$ cat src/rtl/debug_unit_ctrl_pkg.sv
// Shared types and defaults for the debug unit: FSM encoding, command bytes, dump size and watchdog limit.
// The watchdog limit only matters in builds with DBG_TIMEOUT_EN defined.
package debug_pkg;

   typedef enum logic [2:0] {
      IDLE      = 3'd0,
      RUN       = 3'd1,
      STEP      = 3'd2,
      SEND_LOAD = 3'd3,
      SEND_WAIT = 3'd4,
      DONE      = 3'd5
   } state_e;

   localparam logic [7:0] CMD_CONT_DEF   = 8'h63;
   localparam logic [7:0] CMD_STEP_DEF   = 8'h73;
   localparam int         SNAP_BYTES_DEF = 32;
   localparam int         TX_TIMEOUT_DEF = 8192;
   localparam int         WDOG_W         = 13;

endpackage

$ cat src/rtl/debug_unit_ctrl_if.sv
// Signal bundle between the debug unit and its UART / datapath neighbours.
// The tx_err flag exists only when DBG_TIMEOUT_EN is defined.
interface debug_unit_ctrl_if;
   import debug_pkg::*;

   // UART handshake: rx_done qualifies rx_data for one cycle; tx_start is a one-cycle
   // request holding tx_data, and the byte belongs to the transmitter until tx_done pulses.
   logic [7:0] rx_data;
   logic       rx_done;
   logic       tx_done;
   logic       halt;
   logic [7:0] snap_data;
   logic       dp_enable;
   logic [7:0] snap_addr;
   logic [7:0] tx_data;
   logic       tx_start;
   logic       led_idle;
   logic       led_halted;
   logic       sent_flag;
   logic [7:0] send_count;
   state_e     dbg_state;
`ifdef DBG_TIMEOUT_EN
   logic       tx_err;
`endif

   modport master (
      input  rx_data, rx_done, tx_done, halt, snap_data,
      output dp_enable, snap_addr, tx_data, tx_start, led_idle, led_halted,
             sent_flag, send_count, dbg_state
`ifdef DBG_TIMEOUT_EN
      , output tx_err
`endif
   );

   modport slave (
      output rx_data, rx_done, tx_done, halt, snap_data,
      input  dp_enable, snap_addr, tx_data, tx_start, led_idle, led_halted,
             sent_flag, send_count, dbg_state
`ifdef DBG_TIMEOUT_EN
      , input tx_err
`endif
   );

endinterface

$ cat src/rtl/debug_unit_ctrl_dump_sequencer.sv
// Byte pump for the snapshot dump: address counter, transmit handshake, byte counter.
// With DBG_TIMEOUT_EN a per-byte watchdog forces progress and raises a sticky tx_err.
module dump_sequencer
   import debug_pkg::*;
#(
   parameter int SNAP_BYTES = SNAP_BYTES_DEF
`ifdef DBG_TIMEOUT_EN
   , parameter int TX_TIMEOUT = TX_TIMEOUT_DEF
`endif
) (
   input  logic       clk,
   input  logic       reset,
   input  logic       load_i,
   input  logic       wait_i,
   input  logic [7:0] snap_data_i,
   input  logic       tx_done_i,
   output logic [7:0] snap_addr_o,
   output logic [7:0] tx_data_o,
   output logic       tx_start_o,
   output logic [7:0] send_count_o,
   output logic       byte_done_o,
   output logic       last_o
`ifdef DBG_TIMEOUT_EN
   , output logic     tx_err_o
`endif
);

   logic [7:0] addr_q, addr_d;
   logic [7:0] txd_q, txd_d;
   logic [7:0] cnt_q, cnt_d;
   logic       start_q, start_d;
   logic       timeout;

`ifdef DBG_TIMEOUT_EN
   localparam logic [WDOG_W-1:0] WDOG_LAST = WDOG_W'(TX_TIMEOUT - 1);
   logic [WDOG_W-1:0] wdog_q, wdog_d;
   logic              err_q, err_d;

   assign timeout  = (wdog_q == WDOG_LAST);
   assign tx_err_o = err_q;

   always_comb begin
      wdog_d = wdog_q;
      err_d  = err_q;
      if (load_i)
         wdog_d = '0;
      else if (wait_i)
         wdog_d = wdog_q + 1'b1;
      // A real tx_done in the same cycle wins over the watchdog.
      if (wait_i && timeout && !tx_done_i)
         err_d = 1'b1;
   end

   always_ff @(posedge clk or posedge reset) begin
      if (reset) begin
         wdog_q <= '0;
         err_q  <= 1'b0;
      end else begin
         wdog_q <= wdog_d;
         err_q  <= err_d;
      end
   end
`else
   assign timeout = 1'b0;
`endif

   assign byte_done_o  = wait_i && (tx_done_i || timeout);
   assign last_o       = (addr_q == 8'(SNAP_BYTES - 1));
   assign snap_addr_o  = addr_q;
   assign tx_data_o    = txd_q;
   assign tx_start_o   = start_q;
   assign send_count_o = cnt_q;

   always_comb begin
      addr_d  = addr_q;
      txd_d   = txd_q;
      cnt_d   = cnt_q;
      start_d = 1'b0;
      if (load_i) begin
         txd_d   = snap_data_i;
         start_d = 1'b1;
      end
      if (wait_i && tx_done_i)
         cnt_d = cnt_q + 8'd1;
      if (byte_done_o && !last_o)
         addr_d = addr_q + 8'd1;
      // Outside the dump the window pointer parks at byte 0.
      if (!load_i && !wait_i)
         addr_d = '0;
   end

   always_ff @(posedge clk or posedge reset) begin
      if (reset) begin
         addr_q  <= '0;
         txd_q   <= '0;
         cnt_q   <= '0;
         start_q <= 1'b0;
      end else begin
         addr_q  <= addr_d;
         txd_q   <= txd_d;
         cnt_q   <= cnt_d;
         start_q <= start_d;
      end
   end

endmodule

$ cat src/rtl/debug_unit_ctrl.sv
// Run/step/dump controller: decodes UART commands, gates the datapath, triggers snapshot dumps.
// Defining DBG_TIMEOUT_EN adds the per-byte transmit watchdog and the tx_err flag.
module debug_unit_ctrl
   import debug_pkg::*;
#(
   parameter int         SNAP_BYTES = SNAP_BYTES_DEF,
   parameter logic [7:0] CMD_CONT   = CMD_CONT_DEF,
   parameter logic [7:0] CMD_STEP   = CMD_STEP_DEF
`ifdef DBG_TIMEOUT_EN
   , parameter int       TX_TIMEOUT = TX_TIMEOUT_DEF
`endif
) (
   input logic                clk,
   input logic                reset,
   debug_unit_ctrl_if.master  bus
);

   state_e state_q, state_d;
   logic   dp_enable_q, dp_enable_d;
   logic   led_idle_q, led_idle_d;
   logic   led_halted_q, led_halted_d;
   logic   sent_flag_q, sent_flag_d;
   logic   byte_done;
   logic   last_byte;

   always_comb begin
      state_d      = state_q;
      led_halted_d = led_halted_q;
      case (state_q)
         IDLE: begin
            if (bus.rx_done && !led_halted_q) begin
               if (bus.rx_data == CMD_CONT)
                  state_d = RUN;
               else if (bus.rx_data == CMD_STEP)
                  state_d = STEP;
            end
         end
         RUN: begin
            if (bus.halt) begin
               led_halted_d = 1'b1;
               state_d      = SEND_LOAD;
            end
         end
         STEP: begin
            if (bus.halt)
               led_halted_d = 1'b1;
            state_d = SEND_LOAD;
         end
         SEND_LOAD: state_d = SEND_WAIT;
         SEND_WAIT: begin
            if (byte_done)
               state_d = last_byte ? DONE : SEND_LOAD;
         end
         DONE:    state_d = IDLE;
         default: state_d = IDLE;
      endcase
      // Outputs are registered from the next state so they line up with state_q.
      dp_enable_d = (state_d == RUN) || (state_d == STEP);
      led_idle_d  = (state_d == IDLE);
      sent_flag_d = (state_d == DONE);
   end

   always_ff @(posedge clk or posedge reset) begin
      if (reset) begin
         state_q      <= IDLE;
         dp_enable_q  <= 1'b0;
         led_idle_q   <= 1'b1;
         led_halted_q <= 1'b0;
         sent_flag_q  <= 1'b0;
      end else begin
         state_q      <= state_d;
         dp_enable_q  <= dp_enable_d;
         led_idle_q   <= led_idle_d;
         led_halted_q <= led_halted_d;
         sent_flag_q  <= sent_flag_d;
      end
   end

   dump_sequencer #(
      .SNAP_BYTES (SNAP_BYTES)
`ifdef DBG_TIMEOUT_EN
      , .TX_TIMEOUT (TX_TIMEOUT)
`endif
   ) u_seq (
      .clk          (clk),
      .reset        (reset),
      .load_i       (state_q == SEND_LOAD),
      .wait_i       (state_q == SEND_WAIT),
      .snap_data_i  (bus.snap_data),
      .tx_done_i    (bus.tx_done),
      .snap_addr_o  (bus.snap_addr),
      .tx_data_o    (bus.tx_data),
      .tx_start_o   (bus.tx_start),
      .send_count_o (bus.send_count),
      .byte_done_o  (byte_done),
      .last_o       (last_byte)
`ifdef DBG_TIMEOUT_EN
      , .tx_err_o   (bus.tx_err)
`endif
   );

   assign bus.dp_enable  = dp_enable_q;
   assign bus.led_idle   = led_idle_q;
   assign bus.led_halted = led_halted_q;
   assign bus.sent_flag  = sent_flag_q;
   assign bus.dbg_state  = state_q;

endmodule

$ cat src/flat_wrapper.sv
// flat-port wrapper written by rule: the top's interface ports become plain ports
module debug_unit_ctrl_flat import debug_pkg::*;
#(
   parameter int         SNAP_BYTES = SNAP_BYTES_DEF,
   parameter logic [7:0] CMD_CONT   = CMD_CONT_DEF,
   parameter logic [7:0] CMD_STEP   = CMD_STEP_DEF

)
  (clk, reset, bus_rx_data, bus_rx_done, bus_tx_done, bus_halt, bus_snap_data, bus_dp_enable, bus_snap_addr, bus_tx_data, bus_tx_start, bus_led_idle, bus_led_halted, bus_sent_flag, bus_send_count, bus_dbg_state);
  debug_unit_ctrl_if bus_i ();
  input logic clk;
  input logic reset;
  input wire logic [$bits(bus_i.rx_data)-1:0] bus_rx_data;
  input wire logic [$bits(bus_i.rx_done)-1:0] bus_rx_done;
  input wire logic [$bits(bus_i.tx_done)-1:0] bus_tx_done;
  input wire logic [$bits(bus_i.halt)-1:0] bus_halt;
  input wire logic [$bits(bus_i.snap_data)-1:0] bus_snap_data;
  output wire logic [$bits(bus_i.dp_enable)-1:0] bus_dp_enable;
  output wire logic [$bits(bus_i.snap_addr)-1:0] bus_snap_addr;
  output wire logic [$bits(bus_i.tx_data)-1:0] bus_tx_data;
  output wire logic [$bits(bus_i.tx_start)-1:0] bus_tx_start;
  output wire logic [$bits(bus_i.led_idle)-1:0] bus_led_idle;
  output wire logic [$bits(bus_i.led_halted)-1:0] bus_led_halted;
  output wire logic [$bits(bus_i.sent_flag)-1:0] bus_sent_flag;
  output wire logic [$bits(bus_i.send_count)-1:0] bus_send_count;
  output wire logic [$bits(bus_i.dbg_state)-1:0] bus_dbg_state;
  assign bus_i.rx_data = bus_rx_data;
  assign bus_i.rx_done = bus_rx_done;
  assign bus_i.tx_done = bus_tx_done;
  assign bus_i.halt = bus_halt;
  assign bus_i.snap_data = bus_snap_data;
  assign bus_dp_enable = bus_i.dp_enable;
  assign bus_snap_addr = bus_i.snap_addr;
  assign bus_tx_data = bus_i.tx_data;
  assign bus_tx_start = bus_i.tx_start;
  assign bus_led_idle = bus_i.led_idle;
  assign bus_led_halted = bus_i.led_halted;
  assign bus_sent_flag = bus_i.sent_flag;
  assign bus_send_count = bus_i.send_count;
  assign bus_dbg_state = bus_i.dbg_state;
  debug_unit_ctrl #(.SNAP_BYTES(SNAP_BYTES), .CMD_CONT(CMD_CONT), .CMD_STEP(CMD_STEP)) u_core (.clk(clk), .reset(reset), .bus(bus_i));
endmodule
$ cat config.mk
export PLATFORM = sky130hd
export DESIGN_NAME = debug_unit_ctrl_flat
export DESIGN_NICKNAME = d
export VERILOG_FILES = /design/src/rtl/debug_unit_ctrl_pkg.sv /design/src/rtl/debug_unit_ctrl_if.sv /design/src/rtl/debug_unit_ctrl_dump_sequencer.sv /design/src/rtl/debug_unit_ctrl.sv /design/src/flat_wrapper.sv
export SDC_FILE = /design/constraint.sdc
export NUM_CORES = 1
export LEC_CHECK = 0
export CAP_MARGIN = 5
export CORE_UTILIZATION = 65
export DETAILED_ROUTE_END_ITERATION = 8
export DONT_BUFFER_PORTS = 1
export HOLD_SLACK_MARGIN = 0.06
export PLACE_DENSITY = 0.81
export SYNTH_ARGS = -nofsm -noshare
export SYNTH_HDL_FRONTEND = slang
export SYNTH_SLANG_ARGS = --single-unit
$ cat constraint.sdc
create_clock -name clk -period 2.2 [get_ports clk]
set_input_delay 0.66 -clock clk [delete_from_list [all_inputs] [get_ports clk]]
set_output_delay 0.66 -clock clk [all_outputs]
set_load 0.05 [all_outputs]
==> results of run 1 <==
## sequential cells by signal, summed over array words and instances, names as in the netlist
register,cells
u_core.bus.led_idle,1
u_core.bus.dbg_state,3
u_core.bus.sent_flag,1
u_core.u_seq.send_count_o,8
u_core.u_seq.tx_start_o,1
u_core.bus.dp_enable,1
u_core.u_seq.snap_addr_o,8
u_core.u_seq.tx_data_o,8
u_core.bus.led_halted,1
## routing by layer
| metal | vias to the layer above | share of wire [%] | global-route usage (%) |
|---|---|---|---|
| met2 | 40 | 50 | 50.2 |
| met1 | 564 | 42 | 36.2 |
| met4 | 0 | 2.0 | 12.9 |
| met5 | - | 0 | 0 |
| met3 | 8 | 5.4 | 9.26 |
| li1 | 537 | - | - |
## cell type report
cell class,instances,area share [%]
well taps,27,2.02
multi-input cells,102,38.3
clock buffers,8,3.52
inverters,6,1.35
flip-flops and latches,32,48.1
repair buffers,15,6.75
## power by group through the flow
| stage | logic, µW | registers (µW) | clock network, µW |
|---|---|---|---|
| global route | 686 | 1260 | 382 |
| finish | 619 | 1240 | 350 |
| detailed placement | 618 | 1250 | 0 |
| CTS | 621 | 1240 | 353 |
| global placement | 589 | 1240 | 0 |
| floorplan | 352 | 1350 | 0 |
## worst max-delay path by stage
stage	startpoint	endpoint	slack, ns	cells after the start
finish	u_core.u_seq.snap_addr_o[3]$_DFFE_PP0P_	bus_snap_addr[3]	0.43	1
global route	u_core.bus.dbg_state[2]$_DFF_PP0_	u_core.bus.dp_enable$_DFF_PP0_	0.34	5
CTS	u_core.u_seq.snap_addr_o[3]$_DFFE_PP0P_	bus_snap_addr[3]	0.43	1
detailed placement	bus_tx_done	u_core.u_seq.snap_addr_o[7]$_DFFE_PP0P_	0.42	4
global placement	bus_tx_done	u_core.u_seq.snap_addr_o[7]$_DFFE_PP0P_	0.48	4
floorplan	u_core.bus.dbg_state[1]$_DFF_PP0_	u_core.bus.dp_enable$_DFF_PP0_	0.38	5
## cell usage in the layout, fill, tap and decap left out, types with 3 or more instances in the layout
| master | netlist | routed |
|---|---|---|
| nand2_1 | 33 | 33 |
| dfrtp_1 | 31 | 31 |
| buf_4 | 0 | 15 |
| nor2_1 | 10 | 10 |
| xnor2_1 | 7 | 7 |
| inv_1 | 6 | 6 |
| nand3_1 | 6 | 6 |
| nand4_1 | 5 | 5 |
| clkbuf_4 | 0 | 5 |
| xor2_1 | 4 | 4 |
| o21ai_0 | 3 | 3 |
## cell usage after synthesis (all sizes together) (3+ instances only)
library cell / n / area [µm²]
xnor2: 7 / 61.3
nand4: 5 / 31.3
nand3: 7 / 40.0
o21ai: 4 / 23.8
inv: 6 / 22.5
nor3: 3 / 20.0
buf: 4 / 20.0
dfrtp: 31 / 776
xor2: 4 / 35.0
nor2: 10 / 37.5
and2: 3 / 21.3
nand2: 33 / 124
## kinds of logic after synthesis
kind of cell	after synthesis	share of synthesized area, %
buffers and inverters	10	2.87
adders and majority gates	2	1.69
and+or+nand+nor	70	23.9
AOI/OAI and AO/OA	19	11.0
xor gates and xnor gates	11	6.49
DFF	32	54.0
## per-stage QoR
stage | hold WS (ns) | utilization, % | instance area (µm²) | std cells
6_report | 0.264 | 80.9 | 1670 | 190
5_1_grt | 0.305 | 80.9 | 1670 | 190
4_1_cts | 0.272 | 80.9 | 1670 | 190
3_5_place_dp | 0.556 | 78.1 | 1610 | 182
3_3_place_gp | 0.536 | 78.1 | 1610 | 182
2_1_floorplan | 0.745 | - | 1480 | 144
==> flow_metrics.env, run 1 <==
export IMPL_synthToLayoutAreaGrowth_pct=12.5
export IMPL_syn_nets=167
export IMPL_reg2regPathDepth=5
export IMPL_dp_slack_ns=0.421
export IMPL_cts_sinks=32
export IMPL_yosysSeqAreaShare_pct=54.0
export IMPL_synthArstFlopShare_pct=100
export IMPL_tightest_slew_ns=0.591
export IMPL_setup_ws_ns=0.430
export IMPL_cts_hold_buf=0
export IMPL_ys_ff_latch=32
export IMPL_post_route_period_util_pct=80.4
export IMPL_rsz0062_at_grt="no"
export IMPL_irDropWorstVdd_mv=1.39
export IMPL_drc=0
export IMPL_status="complete, no violations"
export IMPL_worst_ep_arrival_time_ns=1.11
export IMPL_internal_power_uw=1100
export IMPL_cts_reportedPaths_clkPinSlew_ns=0.09
export IMPL_clkLatencyLatePin_ns=0.34
export IMPL_ys_warn_count=0
export IMPL_ctsRootBufferMaster="clkbuf_4"
export IMPL_crit_fanout=8
export IMPL_slew_headroom_pct=60.5
export IMPL_vias=1149
export IMPL_min_period_ns=1.77
export IMPL_power_uw=2210
export IMPL_power_share_sequential_pct=56.1
export IMPL_fillCellCount=130
export IMPL_critical_path_top_delay_family="flip-flops"
export IMPL_synthesis_instances=144
export IMPL_cts_path_max_buffers=2
export IMPL_slowest_delay_ns=0.51
export IMPL_drv_cap=0
export IMPL_combinationalPowerShare_pct=28.0
export IMPL_dp_hpwl_mm=2.28
export IMPL_dieHeight_um=49.8
export IMPL_nets=185
export IMPL_clkPwrFrac_pct=15.8
export IMPL_netlist_area_um2=1480
export IMPL_n_antenna_cell=0
export IMPL_drive_above_1_share_pct=20.9
export IMPL_die_area_um2=2480
export IMPL_p_leak_uw=0.000780
export IMPL_cts_made_buffers=5
export IMPL_multi_input_area_um2=639
export IMPL_drt_iter0_drc=24
export IMPL_final_max_slew_viol_count=0
export IMPL_place_congestion=0.796
export IMPL_start_util_pct=72.0
export IMPL_critPathKind="reg -> out"
export IMPL_crit_buf_inv=1
export IMPL_cts_tree="built"
export IMPL_htree_num_levels=2
export IMPL_grt_overflow=0
export IMPL_rows=16
export IMPL_grt_pass1_vias=1188
export IMPL_p_sw_share_pct=50.0
export IMPL_grt_usage_pct=30.2
export IMPL_routed_wl_mm=3.08
export IMPL_synth_edf_count=0
export IMPL_p_sw_uw=1100
export IMPL_pin_count=53
export IMPL_die_w_um=49.8
export IMPL_antenna_found_initial=0
export IMPL_startpoint_type="register"
export IMPL_syn_avg_cell_area_um2=10.3
export IMPL_seqCellArea_um2=802
export IMPL_ctsResizeCount=0
export IMPL_grt_max_degree=17
export IMPL_drtPass1Iterations=4
export IMPL_io_buffers=0
export IMPL_fin_worst_skew_ns=0.00318
export IMPL_finalSetupViolations=0
export IMPL_synth_main_ff_cell="dfrtp_1"
export IMPL_end_kind="output pin"
export IMPL_hold_viol_final=0
export IMPL_required_ns=1.54
export IMPL_ant_nets=0
export IMPL_reg2reg_slack_ns=0.48
export IMPL_cts_setup_buffers=0
export IMPL_wl_per_cell_um=16.2
export IMPL_grt_first_pass_wirelength_mm=5.46
export IMPL_ys_types=39
export IMPL_hp_class="in -> async"
export IMPL_slowest_stage="dfrtp_1"
export IMPL_p_per_area_nw_per_um2=1320
export IMPL_r2r_end="u_core.bus.dp_enable$_DFF_PP0_"
export IMPL_cp_cell_sequence="buf_4"
export IMPL_rr_startpoint="u_core.bus.dbg_state[2]$_DFF_PP0_"
export IMPL_coreArea_um2=2060
export IMPL_vias_per_cell=6.05
export IMPL_setup_tns_ns=0
export IMPL_fmax_mhz=565
No activity file was read; power rests on OpenSTA's default activity.
==> run 2: changes to the inputs <==
CORE_UTILIZATION = 61   (was 65)
PLACE_DENSITY = 0.77   (was 0.81)
clock period = 1.7 ns   (was 2.2 ns; I/O delays follow)
==> flow_metrics.env, run 2 (synthesized netlist as in run 1, its figures left out) <==
export IMPL_status="complete, no violations"
export IMPL_die_area_um2=2630
export IMPL_hp_class="in -> async"
export IMPL_irDropWorstVdd_mv=1.51
export IMPL_grt_first_pass_wirelength_mm=5.16
export IMPL_cts_setup_buffers=0
export IMPL_layout_common_cells="33 x nand2_1, 25 x dfrtp_1, 20 x buf_4, 9 x nor2_1, 7 x xnor2_1"
export IMPL_slowest_stage="dfrtp_2"
export IMPL_ant_nets=0
export IMPL_routed_wl_mm=3.13
export IMPL_rsz0062_at_grt="no"
export IMPL_n_antenna_cell=0
export IMPL_dieHeight_um=51.3
export IMPL_vias_per_cell=5.84
export IMPL_hold_viol_final=0
export IMPL_min_period_ns=1.59
export IMPL_worst_ep_arrival_time_ns=1.80
export IMPL_finalSetupViolations=0
export IMPL_setup_tns_ns=0
export IMPL_tightest_slew_ns=0.588
export IMPL_cts_made_buffers=5
export IMPL_final_max_slew_viol_count=0
export IMPL_cp_cell_sequence="ha_1, and3_1, a2111oi_4, xnor2_1, nor2_1"
export IMPL_slew_headroom_pct=60.8
export IMPL_layout_commonest_cell="nand2_1"
export IMPL_p_leak_uw=0.000804
export IMPL_die_w_um=51.3
export IMPL_drc=0
export IMPL_end_kind="register"
export IMPL_dp_cells=188
export IMPL_htree_num_levels=2
export IMPL_p_per_area_nw_per_um2=1710
export IMPL_fin_cells=196
export IMPL_power_uw=3010
export IMPL_grt_max_degree=33
export IMPL_fin_worst_skew_ns=0.00608
export IMPL_cts_reportedPaths_clkPinSlew_ns=0.10
export IMPL_grt_usage_pct=27.3
export IMPL_placedInstanceArea_um2=1660
export IMPL_start_util_pct=65.8
export IMPL_pin_count=53
export IMPL_grt_overflow=0
export IMPL_final_core_util_pct=78.0
export IMPL_cts_hold_buf=0
export IMPL_dp_hpwl_mm=2.34
export IMPL_drt_iter0_drc=29
export IMPL_cts_path_max_buffers=2
export IMPL_rows=17
export IMPL_wl_per_cell_um=16.0
export IMPL_drv_cap=0
export IMPL_crit_fanout=4
export IMPL_ctsRootBufferMaster="clkbuf_4"
export IMPL_coreArea_um2=2250
export IMPL_drtPass1Iterations=4
export IMPL_final_area_um2=1760
export IMPL_antenna_found_initial=0
export IMPL_critPathKind="reg -> reg"
export IMPL_fmax_mhz=627
export IMPL_clkLatencyLatePin_ns=0.33
export IMPL_grt_pass1_vias=1198
export IMPL_io_buffers=0
export IMPL_slowest_delay_ns=0.41
export IMPL_post_route_period_util_pct=93.8
export IMPL_vias=1145
export IMPL_nets=190
export IMPL_synthToLayoutAreaGrowth_pct=18.5
export IMPL_rr_startpoint="u_core.u_seq.snap_addr_o[0]$_DFFE_PP0P_"
export IMPL_required_ns=1.91
export IMPL_cp_startpoint="u_core.u_seq.snap_addr_o[0]$_DFFE_PP0P_"
export IMPL_place_congestion=0.842
export IMPL_drive_above_1_share_pct=29.2
export IMPL_startpoint_type="register"
export IMPL_cts_tree="built"
export IMPL_cts_sinks=32
## run 2: cell count changes in the layout (fill, tap and decap cells not counted), moves of 2 or more
| cell | before | now |
|---|---|---|
| buf_4 | 15 | 20 |
| clkbuf_1 | 2 | 0 |
| dfrtp_2 | 0 | 6 |
| dfrtp_1 | 31 | 25 |
## run 2: worst max-delay path: cells and delay by family, from the launching register on
family	cells	cell delay, ns
DFF	1	0.41
xor gates and xnor gates	1	0.16
AOI/OAI and AO/OA	1	0.37
and+or+nand+nor	2	0.29
adders and majority gates	1	0.24
## run 2: through the flow
stage                     hold WS, ns  setup slack (ns)
final                           0.131             0.105
after global routing            0.171            0.0271
after CTS                       0.138            0.0499
after detailed placement        0.506            0.0676
after global placement          0.503             0.149
after floorplan                 0.615           0.00330
## run 2: layout make-up
cell class / instances / area [µm²]
inverter: 6 / 22.5
sequential: 32 / 810
fill: 159 / 497
clock inverter: 3 / 42.5
tap: 28 / 35.0
clock buffer: 5 / 37.5
multi-input combinational: 102 / 661
timing repair buffer: 20 / 150
## run 2: what timing repair did
item | CTS | global route
gates resized for setup | 0 | 3
endpoints found under the hold margin | 0 | 0
endpoints found under the setup margin | 0 | 3
## run 2: worst paths after layout
| check | to | slack (ns) | depth (start not counted) |
|---|---|---|---|
| setup / recovery | u_core.u_seq.snap_addr_o[7]$_DFFE_PP0P_ | 0.11 | 5 |
| hold / removal | u_core.u_seq.tx_data_o[0]$_DFFE_PP0N_ | 0.13 | 2 |
| setup reg to reg | u_core.u_seq.snap_addr_o[7]$_DFFE_PP0P_ | 0.11 | 5 |
| hold reg to reg | u_core.u_seq.send_count_o[2]$_DFFE_PP0P_ | 0.55 | 1 |
| max in group asynchronous | u_core.bus.led_idle$_DFF_PP1_ | 1.24 | 2 |
| min in group clk | u_core.bus.dbg_state[0]$_DFF_PP0_ | 0.28 | 1 |
## run 2: report_power, final
part | switching, µW | internal, µW
combinational | 583 | 307
sequential | 592 | 961
clock | 266 | 306
## run 2: metal layers
layer,up-vias,global-route usage (%),routed length (µm)
met5,-,0,0
met4,0,13.1,59
met3,7,8.04,229
met2,49,49.1,1630
met1,548,29.0,1220
li1,541,-,-
